**config.mk**
```make
export PLATFORM = sky130hd
export DESIGN_NAME = seq_detect_ctrl_flat
export DESIGN_NICKNAME = d
export VERILOG_FILES = /design/src/rtl/seq_detect_pkg.sv /design/src/rtl/seq_detect_ctrl_if.sv /design/src/rtl/seq_window_match.sv /design/src/rtl/seq_detect_ctrl.sv /design/src/flat_wrapper.sv
export SDC_FILE = /design/constraint.sdc
export NUM_CORES = 1
export LEC_CHECK = 0
export BUFFER_PORTS_ARGS = -buffer_cell sky130_fd_sc_hd__buf_2
export CORE_MARGIN = 5
export CORE_UTILIZATION = 25
export CTS_CLUSTER_DIAMETER = 80
export DETAILED_ROUTE_END_ITERATION = 10
export PLACE_DENSITY_LB_ADDON = 0.05
export SKIP_LAST_GASP = 1
export SYNTH_ARGS = -nofsm -noshare
export SYNTH_HDL_FRONTEND = slang
export SYNTH_SLANG_ARGS = --single-unit
```
**constraint.sdc**
```tcl
create_clock -name clk -period 2.5 [get_ports clk]
set_clock_uncertainty 0.15 [all_clocks]
set_input_delay 0.125 -clock clk [delete_from_list [all_inputs] [get_ports clk]]
set_output_delay 0.125 -clock clk [all_outputs]
set_load 0.05 [all_outputs]
```
**src/rtl/seq_detect_pkg.sv**
```systemverilog
// Shared types and defaults for the runtime-programmable sequence detector.
package seq_detect_pkg;

  typedef enum logic [1:0] {
    IDLE = 2'd0,
    FILL = 2'd1,
    HUNT = 2'd2
  } state_t;

  localparam int DEF_MAX_LEN     = 8;
  localparam int DEF_CNT_W       = 8;
  localparam int DEF_TIMEOUT_CYC = 64;

  // Width needed to hold a pattern length of 0..max_len inclusive.
  function automatic int len_w(input int max_len);
    return $clog2(max_len) + 1;
  endfunction

endpackage

```
**src/rtl/seq_detect_ctrl_if.sv**
```systemverilog
// Match-event handshake between the detector (master) and its consumer (slave).
interface seq_detect_ctrl_if #(
  parameter int CNT_W = 8
) ();

  logic             evt_valid;
  logic [CNT_W-1:0] evt_idx;
  logic             evt_ack;
  logic             evt_ovf;

  modport master (output evt_valid, output evt_idx, output evt_ovf, input evt_ack);
  modport slave  (input evt_valid, input evt_idx, input evt_ovf, output evt_ack);

endinterface

```
**src/rtl/seq_window_match.sv**
```systemverilog
// Shift window, fill counter and length-masked compare; hit is evaluated on the
// window as it will look after the current bit is shifted in.
module seq_window_match
  import seq_detect_pkg::*;
#(
  parameter int MAX_LEN = DEF_MAX_LEN,
  parameter int LEN_W   = len_w(DEF_MAX_LEN)
) (
  input  logic               clk,
  input  logic               reset,
  input  logic               shift,
  input  logic               clear,
  input  logic               x,
  input  logic [MAX_LEN-1:0] pattern,
  input  logic [LEN_W-1:0]   len,
  output logic               full,
  output logic               hit
);

  logic [MAX_LEN-1:0] window_q;
  logic [MAX_LEN-1:0] window_d;
  logic [MAX_LEN-1:0] mask;
  logic [LEN_W-1:0]   fill_q;
  logic [LEN_W-1:0]   fill_d;

  assign window_d = {window_q[MAX_LEN-2:0], x};
  assign fill_d   = (fill_q == LEN_W'(MAX_LEN)) ? fill_q : fill_q + 1'b1;

  always_comb begin
    mask = '0;
    for (int i = 0; i < MAX_LEN; i++) begin
      mask[i] = (LEN_W'(i) < len);
    end
  end

  assign full = (fill_d >= len);
  assign hit  = full && (((window_d ^ pattern) & mask) == '0);

  // Clear wins over shift so a non-overlapping match restarts from an empty window.
  always_ff @(posedge clk or posedge reset) begin
    if (reset) begin
      window_q <= '0;
      fill_q   <= '0;
    end else if (clear) begin
      window_q <= '0;
      fill_q   <= '0;
    end else if (shift) begin
      window_q <= window_d;
      fill_q   <= fill_d;
    end
  end

endmodule

```
**src/rtl/seq_detect_ctrl.sv**
```systemverilog
// Sequence detector controller: config regs, FSM, match counter, event handshake.
// Optional auto-disarm on inactivity when SEQ_DETECT_TIMEOUT_EN is defined.
module seq_detect_ctrl
  import seq_detect_pkg::*;
#(
  parameter int MAX_LEN = DEF_MAX_LEN,
  localparam int LEN_W  = len_w(MAX_LEN),
  parameter int CNT_W   = DEF_CNT_W
`ifdef SEQ_DETECT_TIMEOUT_EN
  , parameter int TIMEOUT_CYC = DEF_TIMEOUT_CYC
`endif
) (
  input  logic                clk,
  input  logic                reset,
  input  logic                cfg_we,
  input  logic [MAX_LEN-1:0]  cfg_pattern,
  input  logic [LEN_W-1:0]    cfg_len,
  input  logic                cfg_overlap,
  input  logic                arm,
  input  logic                disarm,
  input  logic                x,
  input  logic                x_valid,
  output logic                busy,
  output logic                match,
  output logic [CNT_W-1:0]    match_cnt,
  output logic                cfg_err,
  seq_detect_ctrl_if.master   evt
`ifdef SEQ_DETECT_TIMEOUT_EN
  , output logic              timeout
`endif
);

  state_t             state_q, state_d;
  logic [MAX_LEN-1:0] pat_q;
  logic [LEN_W-1:0]   len_q;
  logic               ovl_q;
  logic [CNT_W-1:0]   cnt_q, cnt_inc, idx_q;
  logic               match_q, err_q, evt_valid_q, ovf_q;
  logic               start, sample, match_now, win_clear;
  logic               cfg_ok, cfg_load, full, hit, timeout_now;

  assign busy      = (state_q != IDLE);
  assign start     = (state_q == IDLE) && arm && !disarm;
  assign sample    = busy && x_valid && !disarm;
  assign match_now = sample && hit;
  assign win_clear = start || (match_now && !ovl_q);
  assign cfg_ok    = (cfg_len != '0) && (cfg_len <= LEN_W'(MAX_LEN));
  assign cfg_load  = cfg_we && (state_q == IDLE) && cfg_ok;
  assign cnt_inc   = (&cnt_q) ? cnt_q : cnt_q + 1'b1;

  seq_window_match #(
    .MAX_LEN (MAX_LEN),
    .LEN_W   (LEN_W)
  ) u_window (
    .clk     (clk),
    .reset   (reset),
    .shift   (sample),
    .clear   (win_clear),
    .x       (x),
    .pattern (pat_q),
    .len     (len_q),
    .full    (full),
    .hit     (hit)
  );

`ifdef SEQ_DETECT_TIMEOUT_EN
  localparam int TO_W = $clog2(TIMEOUT_CYC + 1);
  logic [TO_W-1:0] idle_q;
  logic            timeout_q;

  assign timeout_now = busy && !disarm && !match_now && (idle_q == TO_W'(TIMEOUT_CYC - 1));
  assign timeout     = timeout_q;

  always_ff @(posedge clk or posedge reset) begin
    if (reset) begin
      idle_q    <= '0;
      timeout_q <= 1'b0;
    end else begin
      timeout_q <= timeout_now;
      if (start || match_now || !busy || timeout_now) idle_q <= '0;
      else idle_q <= idle_q + 1'b1;
    end
  end
`else
  assign timeout_now = 1'b0;
`endif

  always_comb begin
    state_d = state_q;
    unique case (state_q)
      IDLE: if (start) state_d = FILL;
      FILL, HUNT: begin
        if (disarm || timeout_now)   state_d = IDLE;
        else if (match_now)          state_d = ovl_q ? HUNT : FILL;
        else if (sample && full)     state_d = HUNT;
      end
      default: state_d = IDLE;
    endcase
  end

  always_ff @(posedge clk or posedge reset) begin
    if (reset) state_q <= IDLE;
    else       state_q <= state_d;
  end

  always_ff @(posedge clk or posedge reset) begin
    if (reset) begin
      pat_q <= '0;
      len_q <= LEN_W'(1);
      ovl_q <= 1'b0;
    end else if (cfg_load) begin
      pat_q <= cfg_pattern;
      len_q <= cfg_len;
      ovl_q <= cfg_overlap;
    end
  end

  // A match always counts; only the event slot can be lost if the consumer is slow.
  always_ff @(posedge clk or posedge reset) begin
    if (reset) begin
      match_q     <= 1'b0;
      err_q       <= 1'b0;
      cnt_q       <= '0;
      evt_valid_q <= 1'b0;
      idx_q       <= '0;
      ovf_q       <= 1'b0;
    end else begin
      match_q <= match_now;
      err_q   <= cfg_we && !cfg_load;
      if (start) cnt_q <= '0;
      else if (match_now) cnt_q <= cnt_inc;
      if (start) ovf_q <= 1'b0;
      else if (match_now && evt_valid_q && !evt.evt_ack) ovf_q <= 1'b1;
      if (match_now && (!evt_valid_q || evt.evt_ack)) begin
        evt_valid_q <= 1'b1;
        idx_q       <= cnt_inc;
      end else if (evt_valid_q && evt.evt_ack) begin
        evt_valid_q <= 1'b0;
      end
    end
  end

  assign match         = match_q;
  assign match_cnt     = cnt_q;
  assign cfg_err       = err_q;
  assign evt.evt_valid = evt_valid_q;
  assign evt.evt_idx   = idx_q;
  assign evt.evt_ovf   = ovf_q;

endmodule
```
**src/flat_wrapper.sv**
```systemverilog
// flat-port wrapper written by rule: the top's interface ports become plain ports
module seq_detect_ctrl_flat import seq_detect_pkg::*;
#(
  parameter int MAX_LEN = DEF_MAX_LEN,
  localparam int LEN_W  = len_w(MAX_LEN),
  parameter int CNT_W   = DEF_CNT_W

)
  (clk, reset, cfg_we, cfg_pattern, cfg_len, cfg_overlap, arm, disarm, x, x_valid, busy, match, match_cnt, cfg_err, evt_evt_valid, evt_evt_idx, evt_evt_ovf, evt_evt_ack);
  seq_detect_ctrl_if #(.CNT_W(CNT_W)) evt_i ();
  input  logic clk;
  input  logic reset;
  input  logic cfg_we;
  input  logic [MAX_LEN-1:0] cfg_pattern;
  input  logic [LEN_W-1:0] cfg_len;
  input  logic cfg_overlap;
  input  logic arm;
  input  logic disarm;
  input  logic x;
  input  logic x_valid;
  output logic busy;
  output logic match;
  output logic [CNT_W-1:0] match_cnt;
  output logic cfg_err;
  output wire logic [$bits(evt_i.evt_valid)-1:0] evt_evt_valid;
  output wire logic [$bits(evt_i.evt_idx)-1:0] evt_evt_idx;
  output wire logic [$bits(evt_i.evt_ovf)-1:0] evt_evt_ovf;
  input wire logic [$bits(evt_i.evt_ack)-1:0] evt_evt_ack;
  assign evt_evt_valid = evt_i.evt_valid;
  assign evt_evt_idx = evt_i.evt_idx;
  assign evt_evt_ovf = evt_i.evt_ovf;
  assign evt_i.evt_ack = evt_evt_ack;
  seq_detect_ctrl #(.MAX_LEN(MAX_LEN), .CNT_W(CNT_W)) u_core (.clk(clk), .reset(reset), .cfg_we(cfg_we), .cfg_pattern(cfg_pattern), .cfg_len(cfg_len), .cfg_overlap(cfg_overlap), .arm(arm), .disarm(disarm), .x(x), .x_valid(x_valid), .busy(busy), .match(match), .match_cnt(match_cnt), .cfg_err(cfg_err), .evt(evt_i));
endmodule
```
# ---- After elaboration in Yosys (flattened, before gate mapping)
# Index checks and enable logic that the tools add are counted.
dict set report word_totals {
  ff_bits 46
  in_bits 21
  out_inout_bits 21
}
dict set report op_classes {
  add_sub_neg 2
  n_lt_le_gt_ge 10
  eq_ne 5
  n_mux 18
  bitwise 2
  n_reduce_logical 34
}
# operator n
set op_table {}
lappend op_table {{8-bit 2-to-1 mux} 3}
lappend op_table {{1-bit logical AND} 16}
lappend op_table {{3-bit by 4-bit < comparator with 1-bit output (first input constant)} 4}
lappend op_table {{7-bit 2-to-1 mux} 2}
lappend op_table {{4-bit 2-to-1 mux} 3}
lappend op_table {{2-bit 2-to-1 mux} 5}
lappend op_table {{2-bit nonzero test} 5}
lappend op_table {{8-bit by 1-bit adder with 8-bit output (second input constant)} 1}
lappend op_table {{8-bit bitwise AND} 1}
lappend op_table {{8-bit zero test} 1}
lappend op_table {{1-bit by 4-bit < comparator with 1-bit output (first input constant)} 2}
lappend op_table {{2-bit by 4-bit < comparator with 1-bit output (first input constant)} 2}
lappend op_table {{8-bit AND reduction} 1}
lappend op_table {{8-bit bitwise XOR} 1}
lappend op_table {{1-bit zero test} 5}
lappend op_table {{4-bit by 1-bit adder with 4-bit output (second input constant)} 1}
lappend op_table {{4-bit equality test (second input constant)} 1}
lappend op_table {{4-bit greater-or-equal comparator} 1}
lappend op_table {{4-bit less-or-equal comparator (second input constant)} 1}
lappend op_table {{1-bit 2-to-1 mux} 4}
lappend op_table {{4-bit by 2-bit != test with 1-bit output (second input constant)} 1}
lappend op_table {{2-bit one-hot mux with 2 select lines} 1}
lappend op_table {{4-bit nonzero test} 1}
lappend op_table {{2-bit by 1-bit equality test with 1-bit output (second input constant)} 1}
lappend op_table {{6 further kinds} 7}

# ---- Depth between registers and ports, before layout
# Gate-level depths: netlist of the first run.
dict set report logic_depth {
  ltp_word 9
  depth_mapped 13
  mapped_depth_nobuf 12
}

# ---- Modules after synthesis
# From an unflattened synthesis of the first run, not the netlist that was laid out.
dict set report unflattened {
  cells_unflattened 233
  area_unflattened_um2 2472.4
}
# mod n_inst cells_each area_per_inst_um2 seq_area_each_um2
set modules_own_cells {}
lappend modules_own_cells {seq_detect_ctrl 1 152 1702.9 877.1}
lappend modules_own_cells {seq_window_match 1 81 769.5 275.3}

# ---- Least setup slack after synthesis of the first run
# OpenSTA, ideal clock, no wires.
dict set report synth_timing {
  path_type {flip-flop to flip-flop}
  start {reg u_core.u_window.fill_q[0]}
  end {reg u_core.cnt_q[2], in the netlist u_core.match_cnt[2]}
  setup_time_ps 94
  arrival_time_ps 2472
  t_required_ps 2256
  slack_ps -217
  stages_incl_launch_ff 14
  path_cell_list {dfrtp_1 > inv_1 > ha_1 > nand2_1 > nor2_1 > xnor2_1 > ha_1 > nand2b_1 > a2111oi_2 > a2111oi_4 > buf_6 > nand3_2 > inv_1 > a211oi_1}
}
dict set report synth_via {
  elab_chain_cells 6
}
# item line
set synth_rtl {}
lappend synth_rtl {{start, declared} seq_window_match.sv:23} ;# logic [LEN_W-1:0] fill_q;
lappend synth_rtl {{start signal, assigned} seq_window_match.sv:49} ;# fill_q <= fill_d;
lappend synth_rtl {{4-bit by 1-bit adder with 4-bit output / 4-bit equality test (equally long branches)} seq_window_match.sv:27} ;# assign fill_d = (fill_q == LEN_W'(MAX_LEN)) ? fill_q : fill_q + 1'b1;
lappend synth_rtl {{4-bit 2-to-1 mux (*)} seq_window_match.sv:27}
lappend synth_rtl {{4-bit greater-or-equal comparator (*)} seq_window_match.sv:36} ;# assign full = (fill_d >= len);
lappend synth_rtl {{1-bit logical AND (*)} seq_window_match.sv:37} ;# assign hit = full && (((window_d ^ pattern) & mask) == '0);
lappend synth_rtl {{1-bit logical AND (*)} seq_detect_ctrl.sv:45} ;# assign match_now = sample && hit;
lappend synth_rtl {{via u_core.match_now} seq_detect_ctrl.sv:39} ;# logic start, sample, match_now, win_clear;
lappend synth_rtl {{2-bit nonzero test (no line) (*)} -}
lappend synth_rtl {{end signal, assigned} seq_detect_ctrl.sv:131} ;# else if (match_now) cnt_q <= cnt_inc;
lappend synth_rtl {{end, declared} seq_detect_ctrl.sv:37} ;# logic [CNT_W-1:0] cnt_q, cnt_inc, idx_q;
# Mark *: on every way through the listed nets, which the timed path passes. The rest lies on a longest branch.
# A chain may end at the register's enable or synchronous reset.

# ---- Worst setup path after layout of the first run
dict set report layout_timing {
  start {reg u_core.u_window.fill_q[1]}
  end {reg u_core.idx_q[3], in the netlist u_core.evt.evt_idx[3]}
}
dict set report layout_via {
  elab_chain_cells 6
}
# item line
set layout_rtl {}
lappend layout_rtl {{4-bit by 1-bit adder with 4-bit output / 4-bit equality test (equally long branches)} seq_window_match.sv:27}
lappend layout_rtl {{4-bit 2-to-1 mux (*)} seq_window_match.sv:27}
lappend layout_rtl {{4-bit greater-or-equal comparator (*)} seq_window_match.sv:36}
lappend layout_rtl {{1-bit logical AND (*)} seq_window_match.sv:37}
lappend layout_rtl {{1-bit logical AND (*)} seq_detect_ctrl.sv:45}
lappend layout_rtl {{1-bit logical AND (*)} seq_detect_ctrl.sv:134} ;# if (match_now && (!evt_valid_q || evt.evt_ack)) begin
lappend layout_rtl {{end signal, assigned} seq_detect_ctrl.sv:136} ;# idx_q <= cnt_inc;
lappend layout_rtl {{end, declared} seq_detect_ctrl.sv:37}
# Every way passes the cells marked *; elsewhere a longest branch is shown, timed or not.

==> results.sh, run 1 <==
export IMPL_fin_crit_ps=2628
export IMPL_crit_required_ps=2540
export IMPL_path_cells="inv_2, ha_4, nand2_4, nor2_4, xnor2_1, ha_1, nand2b_4, a2111oi_4, a2111oi_4, nand4_4, mux2_4"
export IMPL_antenna_left=0
export IMPL_rsz0062_at_grt="true"
export IMPL_cts_tree="yes"
export IMPL_grt_max_degree=21
export IMPL_violations="setup timing"
export IMPL_run_status="complete, but fails checks"
export IMPL_post_route_period_util_pct=105.1
export IMPL_n_antenna_cell=0
export IMPL_numCtsBuffers=5
export IMPL_ys_ff_latch=46
export IMPL_die_width_um=110.8
export IMPL_cp_end_kind="register"
export IMPL_drtIter0Drc=38
export IMPL_synth_avg_cell_area_um2=10.16
export IMPL_wire_per_inst_um=14.94
export IMPL_synth_most_common_cell="dfrtp_1"
export IMPL_cpMaxStageDelayCell="dfrtp_1"
export IMPL_setup_viol_count_final=32
export IMPL_ir_drop_uv=364.2
export IMPL_hold_slack_ps=128.2
export IMPL_gr_total_overflow=0
export IMPL_synth_cells=250
export IMPL_worstMarginPinSlew_ps=641.1
export IMPL_core_mm2=0.009864
export IMPL_yosys_area_top_type="dfrtp_1"
export IMPL_clockBufferDepth=2
export IMPL_route_final_wire_length_mm=6.979
export IMPL_worst_hold_path_type="in2reg"
export IMPL_synth_area_leaders="dfrtp_1, mux2_2, ha_1, nand2_1, xnor2_1"
export IMPL_synthesis_area_mm2=0.002541
export IMPL_critPathArrivalTime_ps=2660
export IMPL_post_route_util_pct=36.80
export IMPL_drv_slew=0
export IMPL_start_util_pct=25.76
export IMPL_powerDensity_mw_per_mm2=998.9
export IMPL_num_vias=2143
export IMPL_synth_commonest_cells="dfrtp_1, nand2_1, inv_1"
export IMPL_clk_pin_slew_ps=90
export IMPL_cts_htree_levels=2
export IMPL_dp_cells=435
export IMPL_crit_top_cell="a2111oi_4"
export IMPL_synth_top_area_share_pct=44.31
export IMPL_setup_worst_path_class="reg2reg"
export IMPL_first_pass_iters=4
export IMPL_syn_nets=280
export IMPL_critPathLaunchType="register"
export IMPL_io_pins=42
export IMPL_rows=36
export IMPL_grt_pass1_wl_mm=11.73
export IMPL_grt_pass1_vias=2262
export IMPL_dieHeight_um=110.8
export IMPL_final_nets=363
export IMPL_clock_fmax_mhz=380.6
export IMPL_synth_ff_type="dfrtp_1"
export IMPL_synth_edff_count=0
export IMPL_worst_slew_margin_rel_pct=57.26
export IMPL_drcViolationCount=0
export IMPL_ys_seq_area_share_pct=45.35
export IMPL_drv_cap=0
export IMPL_critical_path_max_fanout=6
export IMPL_antenna_found_initial=0
export IMPL_area_growth_pct=42.84
export IMPL_track_usage_pct=11.75
export IMPL_hold_viol=0
export IMPL_gp_congestion=0.7430
export IMPL_path_buf_inv=1
export IMPL_hpwl_mm=5.149
export IMPL_p_leak_nw=1.627
export IMPL_setup_tns_ps=-2971
export IMPL_drive_gt1_share_pct=40.42
export IMPL_synth_async_reset_ratio_pct=100.0
export IMPL_finalPower_mw=3.626
export IMPL_layout_cells_non_filler=467
export IMPL_cts_sinks=46
export IMPL_via_per_inst=4.589
export IMPL_n_fill_cell=1018
export IMPL_synth_warnings=0
export IMPL_dieArea_mm2=0.01228
export IMPL_port_buffers=41
export IMPL_cts_root_buffer="clkbuf_8"
export IMPL_clk_latency_ps=300
export IMPL_critPathMaxStageDelay_ps=420
export IMPL_ys_types=52
export IMPL_setup_slack_ps=-127.6
export IMPL_cp_top_family="simple AND/OR/NAND/NOR gates"
-- final cells by class --
class                      instances  area [µm²]  area share, %
sequential                        46        1152          31.75
multi-input combinational        177        1539          42.40
clock buffer                       7       86.33          2.378
inverter                          19       78.83          2.172
clock inverter                     1       5.005         0.1379
tap                              133       166.4          4.585
timing repair buffer              84       601.8          16.58
-- report_power, final --
part,switching [mW],internal (mW),leakage (nW)
logic,1.14,0.802,0.987
clock network,0.265,0.224,0.0482
registers,0.219,0.973,0.592
total,1.63,2.00,1.63
-- cell usage in the layout, fill, tap and decap left out, drive strengths merged, types with 2 or more instances in the layout --
cell / synthesis / routed
a2111oi: 2 / 2
a21oi: 12 / 12
and2: 3 / 3
buf: 4 / 68
clkbuf: 4 / 7
dfrtp: 45 / 45
dlygate4sd3: 0 / 16
ha: 9 / 9
inv: 19 / 19
mux2: 14 / 14
mux2i: 6 / 6
nand2: 28 / 28
nand2b: 2 / 2
nand3: 7 / 7
nand4: 5 / 5
nor2: 16 / 16
nor2b: 6 / 6
nor3: 5 / 5
nor4: 3 / 3
o2111ai: 4 / 4
o21a: 4 / 4
o21ai: 12 / 12
o31ai: 4 / 4
o41ai: 2 / 2
or2: 3 / 3
xnor2: 10 / 10
xor2: 3 / 3
-- state kept, by name, summed over array words and instances (netlist names) --
name,flops
u_core.pat_q,8
u_core.len_q,4
u_core.u_window.window_q,7
u_core.evt.evt_idx,8
u_core.cfg_err,1
u_core.evt.evt_valid,1
u_core.match_cnt,8
u_core.ovl_q,1
u_core.match,1
u_core.evt.evt_ovf,1
u_core.state_q,2
u_core.u_window.fill_q,4
-- path summary, 6_finish.rpt --
check,start,to,slack (ps),cells after the start
hold reg to reg,u_core.evt.evt_ovf$_DFFE_PP0P_,u_core.evt.evt_ovf$_DFFE_PP0P_,350,1
max in group asynchronous,reset,u_core.len_q[0]$_DFFE_PP1P_,1330,4
hold / removal,disarm,u_core.state_q[1]$_DFFE_PP0P_,130,5
setup / recovery,u_core.u_window.fill_q[1]$_DFFE_PP0P_,u_core.evt.evt_idx[3]$_DFFE_PP0P_,-130,11
min in group asynchronous,reset,u_core.pat_q[5]$_DFFE_PP0P_,230,3
setup reg to reg,u_core.u_window.fill_q[1]$_DFFE_PP0P_,u_core.evt.evt_idx[3]$_DFFE_PP0P_,-130,11
-- what timing repair did --
| action | CTS | global route |
|---|---|---|
| pin swaps | 15 | 10 |
| gates cloned | 1 | 0 |
| hold buffers | 16 | 0 |
| setup buffers | 3 | 4 |
| resized for setup | 33 | 23 |
| endpoints found under the setup margin | 32 | 32 |
| hold endpoints to repair | 33 | 0 |
-- metal layers --
metal / routed length, µm / part of all wire [%] / vias up / global-route usage (%)
li1: - / - / 1058 / -
met1: 3154 / 45 / 1048 / 14.53
met2: 3569 / 51 / 32 / 21.16
met3: 182 / 2.6 / 5 / 2.129
met4: 72 / 1.0 / 0 / 2.709
met5: 0 / 0 / - / 0
-- through the flow --
step	setup WS (ps)	area, µm²
floorplan	7.381	2590
global placement	-105.0	3057
detailed placement	-150.0	3057
CTS	-136.1	3471
global route	-228.8	3630
finish	-127.6	3630
-- cell families after synthesis --
| kind of cell | share of synthesized area [%] |
|---|---|
| AOI/OAI and AO/OA | 15.61 |
| muxes | 8.567 |
| xor gates and xnor gates | 4.481 |
| and+or+nand+nor | 16.89 |
| adders and majority gates | 4.431 |
| buffers and inverters | 4.677 |
| DFF | 45.35 |
-- worst register-to-register path, delay by kind of cell (launching register included) --
kind            cells  cell delay (ps)
compound gates      2              470
mux                 1              360
fa+ha+maj           2              410
xor+xnor            1               80
simple gates        4              530
flops               1              420
buf+inv             1               80
Note: power is estimated with default switching activity, not from simulation.
==> inputs of run 2 (changes only) <==
ABC_AREA = 1   (was default)
CELL_PAD_IN_SITES_DETAIL_PLACEMENT = 0   (was default)
CELL_PAD_IN_SITES_GLOBAL_PLACEMENT = 1   (was default)
CORE_UTILIZATION = 37   (was 25)
==> results.sh, run 2 <==
export IMPL_cpMaxStageDelayCell="dfrtp_1"
export IMPL_p_leak_nw=1.752
export IMPL_fin_crit_ps=2516
export IMPL_cts_sinks=46
export IMPL_gr_total_overflow=0
export IMPL_reg2reg_slack_ps=-20
export IMPL_ir_drop_uv=452.2
export IMPL_synth_async_reset_ratio_pct=100.0
export IMPL_hold_viol=0
export IMPL_clk_latency_ps=300
export IMPL_synth_area_leaders="dfrtp_1, nand2_1, inv_1, o21ai_0, ha_1"
export IMPL_yosys_area_top_type="dfrtp_1"
export IMPL_rsz0062_at_grt="true"
export IMPL_ys_seq_area_share_pct=45.82
export IMPL_min_from="evt_evt_ack"
export IMPL_synth_most_common_cell="nand2_1"
export IMPL_area_growth_pct=32.44
export IMPL_violations="setup timing"
export IMPL_rr_startpoint="u_core.u_window.fill_q[0]$_DFFE_PP0P_"
export IMPL_dieArea_mm2=0.008546
export IMPL_start_util_pct=37.43
export IMPL_worst_hold_path_type="in2reg"
export IMPL_mostFrequentLayoutCells="nand2_1, inv_1, dfrtp_1, buf_2, o21ai_0"
export IMPL_path_cells="inv_2, ha_4, nand3_2, xor2_1, inv_1, ha_2, o21bai_1, nand2_2, nand3_2, nand2_2, inv_2, nand2_8, o21ai_4, clkbuf_16, nor2_2"
export IMPL_hold_slack_ps=3.969
export IMPL_synth_edff_count=0
export IMPL_crit_required_ps=2540
export IMPL_rows=30
export IMPL_syn_nets=367
export IMPL_multi_input_area_mm2=0.001219
export IMPL_port_buffers=41
export IMPL_drv_slew=0
export IMPL_first_pass_iters=4
export IMPL_post_route_period_util_pct=100.6
export IMPL_synth_top_area_share_pct=44.78
export IMPL_num_vias=2234
export IMPL_synth_cells=337
export IMPL_n_fill_cell=682
export IMPL_drcViolationCount=0
export IMPL_track_usage_pct=13.91
export IMPL_io_pins=42
export IMPL_powerDensity_mw_per_mm2=887.6
export IMPL_synthesis_area_mm2=0.002515
export IMPL_route_final_wire_length_mm=6.189
export IMPL_synth_commonest_cells="nand2_1, inv_1, dfrtp_1"
export IMPL_run_status="complete, but fails checks"
export IMPL_synth_warnings=0
export IMPL_worstMarginPinSlew_ps=638.7
export IMPL_gp_congestion=0.7992
export IMPL_cp_top_family="buffers and inverters"
export IMPL_clock_fmax_mhz=397.4
export IMPL_antenna_found_initial=0
export IMPL_synth_ff_type="dfrtp_1"
export IMPL_clockBufferDepth=2
export IMPL_critical_path_max_fanout=6
export IMPL_setup_worst_path_class="reg2reg"
export IMPL_ys_ff_latch=46
export IMPL_regArea_mm2=0.001152
export IMPL_cts_tree="yes"
export IMPL_critPathArrivalTime_ps=2560
export IMPL_cp_end_kind="register"
export IMPL_critPathMaxStageDelay_ps=440
export IMPL_drive_gt1_share_pct=25.24
export IMPL_cts_root_buffer="clkbuf_8"
export IMPL_dieHeight_um=92.45
export IMPL_antenna_left=0
export IMPL_grt_max_degree=30
export IMPL_final_nets=441
export IMPL_cp_startpoint="u_core.u_window.fill_q[0]$_DFFE_PP0P_"
export IMPL_clk_pin_slew_ps=90
export IMPL_wire_per_inst_um=12.58
export IMPL_drtIter0Drc=103
export IMPL_setup_slack_ps=-16.24
export IMPL_core_mm2=0.006719
export IMPL_setup_viol_count_final=5
export IMPL_grt_pass1_wl_mm=9.528
export IMPL_n_antenna_cell=0
export IMPL_critPathLaunchType="register"
export IMPL_hpwl_mm=4.293
export IMPL_die_width_um=92.45
export IMPL_ys_types=34
export IMPL_numCtsBuffers=5
export IMPL_final_common_cell="nand2_1"
export IMPL_path_buf_inv=4
export IMPL_grt_pass1_vias=1993
export IMPL_dp_cells=457
export IMPL_cts_htree_levels=2
export IMPL_synth_avg_cell_area_um2=7.463
export IMPL_drv_cap=0
export IMPL_layout_cells_non_filler=492
export IMPL_via_per_inst=4.541
export IMPL_worst_slew_margin_rel_pct=57.16
export IMPL_dp_slack_ps=79.56
==> run 2: changes by cell type after synthesis, sizes merged, moves of 4 or more <==
cell | before | now
nand3 | 7 | 17
mux2 | 14 | 0
xnor2 | 10 | 2
nand2 | 28 | 122
o21ai | 12 | 29
o21a | 4 | 0
mux2i | 6 | 0
nor2b | 6 | 0
inv | 19 | 60
a21oi | 12 | 4
nor2 | 16 | 22
==> run 2: metal layers <==
layer / share of wire, % / wire (µm) / vias up / global-route usage [%]
met5: 0 / 0 / - / 0
met4: 0.92 / 57 / 0 / 3.713
met3: 4.4 / 272 / 5 / 3.087
met2: 44 / 2748 / 41 / 21.09
met1: 50 / 3110 / 1001 / 19.96
li1: - / - / 1187 / -
==> run 2: final cells by class <==
| type | count | share of cell area (%) |
|---|---|---|
| repair inverters | 1 | 0.2630 |
| inverters | 63 | 7.701 |
| repair buffers | 69 | 14.99 |
| clock buffers | 6 | 2.479 |
| flip-flops and latches | 46 | 34.60 |
| well taps | 80 | 3.005 |
| multi-input cells | 225 | 36.59 |
| clock inverters | 2 | 0.3757 |
==> run 2: per-stage QoR <==
stage	utilization [%]	setup TNS [ps]	area, µm²	power (mW)
final	49.57	-52.54	3331	2.956
after floorplan	-	0	2515	1.965
after global placement	42.22	0	2836	2.240
after detailed placement	42.22	0	2836	2.243
after global routing	49.57	-4083	3331	3.222
after CTS	45.87	0	3082	2.753
==> run 2: logic make-up (layout without fill, tap and decap cells) <==
| kind of cell | after synthesis | after routing | synth area share [%] |
|---|---|---|---|
| flip-flops | 46 | 46 | 45.82 |
| AO/OA/AOI/OAI | 40 | 40 | 8.707 |
| buffers and inverters | 67 | 141 | 10.55 |
| XOR/XNOR | 8 | 8 | 2.786 |
| adder cells (fa/ha/maj) | 9 | 9 | 4.478 |
| AND/OR/NAND/NOR | 167 | 168 | 27.66 |
==> run 2: path summary, 6_finish.rpt <==
path | depth (start not counted) | endpoint
max | 15 | u_core.u_window.window_q[5]$_DFFE_PP0P_
min | 4 | u_core.evt.evt_ovf$_DFFE_PP0P_
max reg2reg | 15 | u_core.u_window.window_q[5]$_DFFE_PP0P_
min reg2reg | 2 | u_core.evt.evt_idx[7]$_DFFE_PP0P_
max in group asynchronous | 4 | u_core.len_q[0]$_DFFE_PP1P_
min in group asynchronous | 3 | u_core.evt.evt_idx[5]$_DFFE_PP0P_
==> run 2: report_power, final <==
group	switching [mW]	total (mW)	internal, mW
clock network	0.256	0.479	0.223
logic	0.888	1.41	0.517
registers	0.144	1.07	0.928
==> run 2: repair_timing <==
action / in CTS / in global routing
endpoints found under the setup margin: 0 / 30
buffers inserted: 0 / 9
hold endpoints to repair: 31 / 0
hold buffers: 15 / 0
resized for setup: 0 / 35
==> run 2: worst min-delay path: cells and delay by family <==
family,cells,cell delay [ps]
AND/OR/NAND/NOR,2,90
buffers and inverters,1,70
AO/OA/AOI/OAI,1,130
